$ cat src/rtl/id_stage_param.sv
// Instruction-decode stage: field decode, control generation, register file with
// write-back bypass, load-use stall control, branch resolution and the ID/EX register.
module id_stage_param #(
  parameter int XLEN       = 32,
  parameter int AW         = 5,
  parameter int LOAD_STALL = 1
) (
  input  logic            clk,
  input  logic            rst,
  input  logic            if_valid,
  input  logic [31:0]     if_instr,
  input  logic [XLEN-1:0] if_pc4,
  output logic            id_ready,
  input  logic            wb_we,
  input  logic [AW-1:0]   wb_addr,
  input  logic [XLEN-1:0] wb_data,
  input  logic            ex_ready,
  output logic            ex_valid,
  output logic [8:0]      ex_ctrl,
  output logic [AW-1:0]   ex_rs,
  output logic [AW-1:0]   ex_rt,
  output logic [AW-1:0]   ex_rd,
  output logic [XLEN-1:0] ex_imm,
  output logic [XLEN-1:0] ex_rdata1,
  output logic [XLEN-1:0] ex_rdata2,
  output logic            br_taken,
  output logic [XLEN-1:0] br_target,
  output logic            flush_if
);

  localparam int DEPTH = 1 << AW;
  localparam logic [5:0] OP_R   = 6'h00;
  localparam logic [5:0] OP_LW  = 6'h23;
  localparam logic [5:0] OP_SW  = 6'h2B;
  localparam logic [5:0] OP_BEQ = 6'h04;

  typedef enum logic {RUN, STALL} state_e;

  state_e          state_q, state_d;
  logic [1:0]      cnt_q, cnt_d;
  logic [XLEN-1:0] regs_q [DEPTH];

  logic            exValid_q;
  logic [8:0]      exCtrl_q;
  logic [AW-1:0]   exRs_q, exRt_q, exRd_q;
  logic [XLEN-1:0] exImm_q, exRdata1_q, exRdata2_q;

  logic [5:0]      op;
  logic [AW-1:0]   rsIdx, rtIdx, rdIdx;
  logic [XLEN-1:0] immExt, rdata1, rdata2;
  logic [8:0]      ctrl;
  logic            usesRt, hazard, advance, accept;

  assign op     = if_instr[31:26];
  assign rsIdx  = AW'(if_instr[25:21]);
  assign rtIdx  = AW'(if_instr[20:16]);
  assign rdIdx  = AW'(if_instr[15:11]);
  assign immExt = {{(XLEN-16){if_instr[15]}}, if_instr[15:0]};

  always_comb begin
    ctrl = 9'b00_000_0000;
    case (op)
      OP_R:    ctrl = 9'b10_000_1100;
      OP_LW:   ctrl = 9'b11_010_0001;
      OP_SW:   ctrl = 9'b00_001_0001;
      OP_BEQ:  ctrl = 9'b00_100_0010;
      default: ctrl = 9'b00_000_0000;
    endcase
  end

  // Reads see a same-cycle write-back so a value being retired is never missed.
  assign rdata1 = (rsIdx == '0) ? '0 :
                  (wb_we && wb_addr == rsIdx) ? wb_data : regs_q[rsIdx];
  assign rdata2 = (rtIdx == '0) ? '0 :
                  (wb_we && wb_addr == rtIdx) ? wb_data : regs_q[rtIdx];

  assign usesRt  = (op == OP_R) || (op == OP_SW) || (op == OP_BEQ);
  assign hazard  = if_valid && exValid_q && exCtrl_q[5] && (exRt_q != '0) &&
                   ((exRt_q == rsIdx) || (usesRt && exRt_q == rtIdx));
  assign advance  = ex_ready || !exValid_q;
  assign id_ready = advance && (state_q == RUN) && !hazard;
  assign accept   = if_valid && id_ready;

  assign br_taken  = accept && !rst && (op == OP_BEQ) && (rdata1 == rdata2);
  assign flush_if  = br_taken;
  assign br_target = if_pc4 + (immExt << 2);

  always_ff @(posedge clk or posedge rst) begin
    if (rst) begin
      for (int i = 0; i < DEPTH; i++) regs_q[i] <= '0;
    end else if (wb_we && wb_addr != '0) begin
      regs_q[wb_addr] <= wb_data;
    end
  end

  // The hazard cycle itself inserts the first bubble; cnt holds the bubbles still owed.
  always_comb begin
    state_d = state_q;
    cnt_d   = cnt_q;
    case (state_q)
      RUN: begin
        if (hazard && advance && LOAD_STALL > 1) begin
          state_d = STALL;
          cnt_d   = 2'(LOAD_STALL - 1);
        end
      end
      STALL: begin
        if (advance) begin
          if (cnt_q == 2'd1) begin
            state_d = RUN;
            cnt_d   = 2'd0;
          end else begin
            cnt_d = cnt_q - 2'd1;
          end
        end
      end
      default: begin
        state_d = RUN;
        cnt_d   = 2'd0;
      end
    endcase
  end

  always_ff @(posedge clk or posedge rst) begin
    if (rst) begin
      state_q <= RUN;
      cnt_q   <= 2'd0;
    end else begin
      state_q <= state_d;
      cnt_q   <= cnt_d;
    end
  end

  always_ff @(posedge clk or posedge rst) begin
    if (rst) begin
      exValid_q  <= 1'b0;
      exCtrl_q   <= '0;
      exRs_q     <= '0;
      exRt_q     <= '0;
      exRd_q     <= '0;
      exImm_q    <= '0;
      exRdata1_q <= '0;
      exRdata2_q <= '0;
    end else if (advance) begin
      exValid_q  <= accept;
      exCtrl_q   <= accept ? ctrl : 9'd0;
      exRs_q     <= rsIdx;
      exRt_q     <= rtIdx;
      exRd_q     <= rdIdx;
      exImm_q    <= immExt;
      exRdata1_q <= rdata1;
      exRdata2_q <= rdata2;
    end
  end

  assign ex_valid  = exValid_q;
  assign ex_ctrl   = exCtrl_q;
  assign ex_rs     = exRs_q;
  assign ex_rt     = exRt_q;
  assign ex_rd     = exRd_q;
  assign ex_imm    = exImm_q;
  assign ex_rdata1 = exRdata1_q;
  assign ex_rdata2 = exRdata2_q;

endmodule

$ cat config.mk
export PLATFORM = sky130hd
export DESIGN_NAME = id_stage_param
export DESIGN_NICKNAME = d
export VERILOG_FILES = /design/src/rtl/id_stage_param.sv
export SDC_FILE = /design/constraint.sdc
export NUM_CORES = 2
export LEC_CHECK = 0
export CAP_MARGIN = 10
export CORE_ASPECT_RATIO = 1.4
export CORE_MARGIN = 5
export CORE_UTILIZATION = 50
export DETAILED_ROUTE_END_ITERATION = 8
export GPL_TIMING_DRIVEN = 0
export MAX_ROUTING_LAYER = met4
export PLACE_DENSITY_LB_ADDON = 0.1
export SLEW_MARGIN = 5
export SYNTH_ARGS = -nofsm -noshare
export SYNTH_HDL_FRONTEND = slang
export SYNTH_SLANG_ARGS = --single-unit
$ cat constraint.sdc
create_clock -name clk -period 91.5 [get_ports clk]
set_input_delay 27.45 -clock clk [delete_from_list [all_inputs] [get_ports clk]]
set_output_delay 27.45 -clock clk [all_outputs]
set_load 0.005 [all_outputs]
# Yosys cells after proc, flatten, opt, wreduce, memory -nomap -nowiden
# Index checks and enable logic that the tools add are counted.
# W data, S select, Z words.
[word_totals]
register_bits = 1132
input_bits = 106
elab_cells = 108
[classes]
n_addsub = 2
order_cmp = 4
n_eq_ne = 9
mux = 19
bitwise = 4
n_reduce_logical = 28
[ops]
columns = ["operator", "n"]
rows = [
  ["$bwmux W1024", 1],
  ["$bmux W32 S5", 2],
  ["$mux W32", 9],
  ["$demux W32 S5", 1],
  ["$pmux W9 S4", 1],
  ["$add A32 B32 Y32", 1],
  ["$eq A32 B32 Y1", 1],
  ["$eq A5 B5 Y1", 4],
  ["$ge A6 B6 Y1 const B", 3],
  ["$not A5 Y6", 3],
  ["$logic_and A1 B1 Y1", 15],
  ["$eq A6 B6 Y1 const B", 2],
  ["$logic_not A5 Y1", 2],
  ["$reduce_bool A5 Y1", 2],
  ["$mux W9", 1],
  ["$eq A6 B3 Y1 const B", 1],
  ["$logic_not A6 Y1", 1],
  ["$lt A6 B1 Y1 const B", 1],
  ["$logic_or A1 B1 Y1", 4],
  ["$logic_not A1 Y1", 3],
  ["$mux W1", 3],
  ["$eq A2 B1 Y1 const B", 1],
  ["$mux W2", 1],
  ["$reduce_and A2 Y1", 1],
  ["2 further kinds", 2],
]

# Longest topological paths before layout
[logic_depth]
word_depth = 12
ltp_mapped = 16

# Least setup slack after synthesis
# Ideal clock, no wire load.
[synth_path]
path_kind = "input to output"
startpoint = "input if_instr[16]"
endpoint = "output flush_if"
arrival_ns = 30.285
required_time_ns = 64.050
path_slack_ns = 33.765
path_stages = 11
n_path_buf = 5
path_cell_list = "buf_6 -> buf_4 -> buf_2 -> buf_2 -> mux4_2 -> mux4_2 -> a21oi_1 -> xor2_1 -> nand4_1 -> nor4_2 -> buf_4"
[synth_between]
elab_chain_len = 10
[synth_lines]
columns = ["item", "line", "rtl"]
rows = [
  ["from (decl)", "11", "input logic [31:0] if_instr,"],
  ["parallel branches: the longest is 9 deep, another holds $bmux W32 S5", "n/a", ""],
  ["$logic_and A1 B1 Y1 *", "84", "assign br_taken = accept && !rst && (op == OP_BEQ) && (rdata1 == rdata2);"],
  ["to (decl)", "28", "output logic flush_if"],
]
# Mark *: on every way between the ends. The select of a mux whose other input is x is not followed.

# Final worst setup path
[layout_path]
startpoint = "input if_instr[19]"
endpoint = "output flush_if"
# Same word-level chain as after synthesis.

==> metrics.md <==
| Metric | Value |
|---|---|
| DRC | 2 |
| Port bufs | around 250 |
| Register bit total from synthesis | 1124 |
| Max incr delay on CP | 1.13 ns |
| Final instance area | ~0.070 mm² |
| Cell Chain, Critical Path | clkdlybuf4s50_1, clkbuf_1, nor3_1, nand2_1, nand2_1, nor2_1, clkbuf_2, a221oi_2, xnor2_1, nor4_1, nand4_1, nor4_2, buf_4, clkdlybuf4s50_1 |
| GPL Wtd Cong | slightly above 1 |
| XOR/XNOR Fraction of Synth Area | 1.11% |
| CTS Buf Count | between 100 and 150 |
| Syn Area/Cell | 14.5 µm² |
| Synth unique cells | slightly below 70 |
| Post-cts sizing count | 0 |
| Share of the synthesized area in the top cell type | 46.3% |
| Clock Skews | between 0.03 and 0.04 ns |
| Largest net degree at the start of global routing | 116 |
| Post-synthesis compound-gate area fraction | 3.87% |
| FP Rows | roughly 150 |
| Synthesized area | between 0.06 and 0.07 mm² |
| Core Box Area | between 0.1 and 0.15 mm² |
| Clock Pin Slew Worst Setup and Hold Paths | approximately 0.060 ns |
| Placement Cell Area | 0.0664 mm² |
| I/O pin cnt | between 200 and 300 |
| Worst-case vdd ir drop | between 0.015 and 0.02 mV |
| Cell with the most instances after synthesis | dfrtp_1 |
| Max Cap Viol | 0 |
| Final setup fails | 0 |
| Power per standard cell area | roughly 22 mW/mm² |
| CP Max Fanout | 10 |
| Routed vias/inst | 7.10 |
| Min Tclk post-route | roughly 63 ns |
| DPL Wire Length | ~190000 µm |
| Top cells by area, synth | dfrtp_1, mux4_2, mux2_2 |
| Post-CTS Setup Bufs | 0 |
| GRT Residual Overflow | 0 |
| First-pass GRT wire length | about 370000 µm |
| Synthesized Nets | 4339 |
| CTS H-Tree Depth | 3 |
| Synth-to-layout area growth | 15.9% |
| Clock latency on the worst-skew pair | around 0.77 ns |
| CP Data Required Time | 64.05 ns |
| Hold buffers post-CTS | 0 |
| Final hold vios | 0 |
| Post-synth EDFFs | 0 |
| DRT iter0 DRCs | 6276 |
| Total GRT Usage | approximately 43% |
| Post-synthesis cell count | ~4200 |
| Drt wl/cell | around 44 µm |
| Failing checks | design-rule violations |
| Share of layout cells above drive strength 1 | 42.2% |
| Initial antenna violation count | 13 |
| DR vias | about 45000 |
| # clock sinks | around 1100 |
| Die area | 0.129 mm² |
| DRT Wirelength | about 280000 µm |
| CTS tree | done |
| Leading area contributor after synthesis | dfrtp_1 |
| Adder-Cell Fraction of Synth Area | less than 1% |
| Main synth FF type | dfrtp_1 |
| CTS max path bufs | 3 |
| Pleak | just over 30 nW |
| Critical path arrival | between 30 and 40 ns |
| RSZ-0062 raised after global routing | no |
| Final Slew Violations | 0 |
| Clock Tree Root | clkbuf_16 |
| Synth Area in Simple Gates | 3.69% |
| Final net count | 4764 |
| Vias in the first global route | roughly 44000 |
| YS warnings | 0 |
| Post-synth top cells | dfrtp_1, mux2_2, mux4_2, clkbuf_1, nand2_1 |
| Post-route setup TNS | 0 ns |
| Die height | between 400 and 500 µm |
| Slew headroom | 2.92% |
| Share of synthesized registers carrying an async set or reset | 100% |
| Setup WS post-layout | 28.70 ns |
| Cells on Worst Hold Path | 2 |
| Largest family of logic cells by synthesized area | multiplexers |
| Status | complete, but fails checks |
| Cell at the slowest stage of the critical path | nor2_1 |
| Seq/Total Area, Yosys | a little under half |
| Initial Util | between 50 and 60% |
| Max Fclk | between 15 and 20 MHz |
| Post-synthesis mux area share | 40.7% |
| Worst reg2reg path depth | 6 |
| Crit Path Category | input pin to output pin |
| Startpoint types | input pin |
| Tcrit/Tclk final | about 70% |
| Slew @ Worst Pin | between 1 and 1.5 ns |
| First-pass detailed-route iteration total | 9 |
| Critical Path Sink Type | output pin |
| Final ANT Viol Nets | 0 |
| Die width | 305 µm |
| Pre-CTS setup slack | 29.29 ns |
| Hold/Removal Path Class | flop to flop |
| Final core utilization | between 50 and 60% |
## flip-flops by register name, summed over array words and instances (netlist names), 2 cells and up
name	flops
ex_rs	5
ex_rdata2	32
ex_ctrl	6
ex_rt	5
regs_q	1024
ex_rd	5
ex_imm	11
ex_rdata1	32
cnt_q	2
## cell usage in the layout (no fill, tap or decap), types with 11 or more instances in the layout
cell type	n
mux2i_1	94
buf_6	28
a21o_1	18
clkdlybuf4s50_1	251
clkbuf_1	258
nor2_1	131
xnor2_1	49
buf_1	39
clkinv_2	16
buf_4	54
inv_1	17
a22oi_1	40
mux4_1	12
a21oi_1	92
buf_8	36
mux2_2	986
o22ai_1	13
buf_16	16
nand2_1	229
clkbuf_16	119
a211oi_1	22
nor2b_1	33
buf_2	75
dfrtp_1	1124
a211o_1	11
clkbuf_2	39
diode_2	14
xor2_1	28
o211ai_1	12
nor3_1	14
clkbuf_8	31
ha_1	30
nor4_1	13
mux4_2	551
o21ai_0	63
nand3_1	17
## final timing paths
check                             start             to  slack (ns)
setup / recovery           if_instr[19]       flush_if       28.70
hold / removal                ex_imm[6]      ex_imm[6]        0.47
setup reg to reg            regs_q[275]  ex_rdata1[19]       88.68
hold reg to reg               ex_imm[6]      ex_imm[6]        0.47
max in group asynchronous           rst    regs_q[603]       61.25
min in group asynchronous           rst     ex_ctrl[6]       27.19
## cells by family after synthesis
logic type	after synthesis
muxes	1643
DFF	1124
and+or+nand+nor	504
buffers and inverters	475
AOI/OAI and AO/OA	348
xor gates and xnor gates	77
adders and majority gates	31
## critical path, delay by kind of cell
family / cells / cell delay (ns)
AOI/OAI and AO/OA: 1 / 0.25
xor gates and xnor gates: 1 / 0.25
and+or+nand+nor: 7 / 4.31
buffers and inverters: 5 / 3.03
## final cells by class
| type | count | area, µm² |
|---|---|---|
| fill | 9817 | 50500 |
| multi-input combinational | 2603 | 30500 |
| sequential | 1124 | 28100 |
| timing repair buffer | 309 | 3560 |
| clock buffer | 182 | 3520 |
| buffer | 456 | 2240 |
| tap | 1606 | 2010 |
| clock inverter | 31 | 419 |
| inverter | 19 | 78.8 |
| antenna | 14 | 35.0 |
## power by group
part	internal [mW]	total (mW)	leakage, nW	switching [mW]
Combinational	0.206	0.383	14.0	0.177
Clock	0.290	0.505	1.94	0.214
Sequential	0.591	0.661	14.4	0.0702
## routing by layer
metal / routed length, µm / track usage (%) / part of all wire (%) / up-vias
met2: 120000 / 62.4 / 43 / 3417
met4: 28900 / 33.7 / 10 / 0
met1: 93700 / 50.4 / 34 / 23700
met3: 33700 / 14.4 / 12 / 1132
met5: 0 / - / 0 / -
li1: - / - / - / 16800
## stage by stage
stage	hold WS (ns)	power (mW)	instances
floorplan	0.438	0.891	4202
global placement	0.450	1.03	6059
detailed placement	0.455	1.04	6114
CTS	0.469	1.53	6327
global route	0.478	1.59	6338
finish	0.465	1.55	6344
No activity file was read; power rests on OpenSTA's default activity.
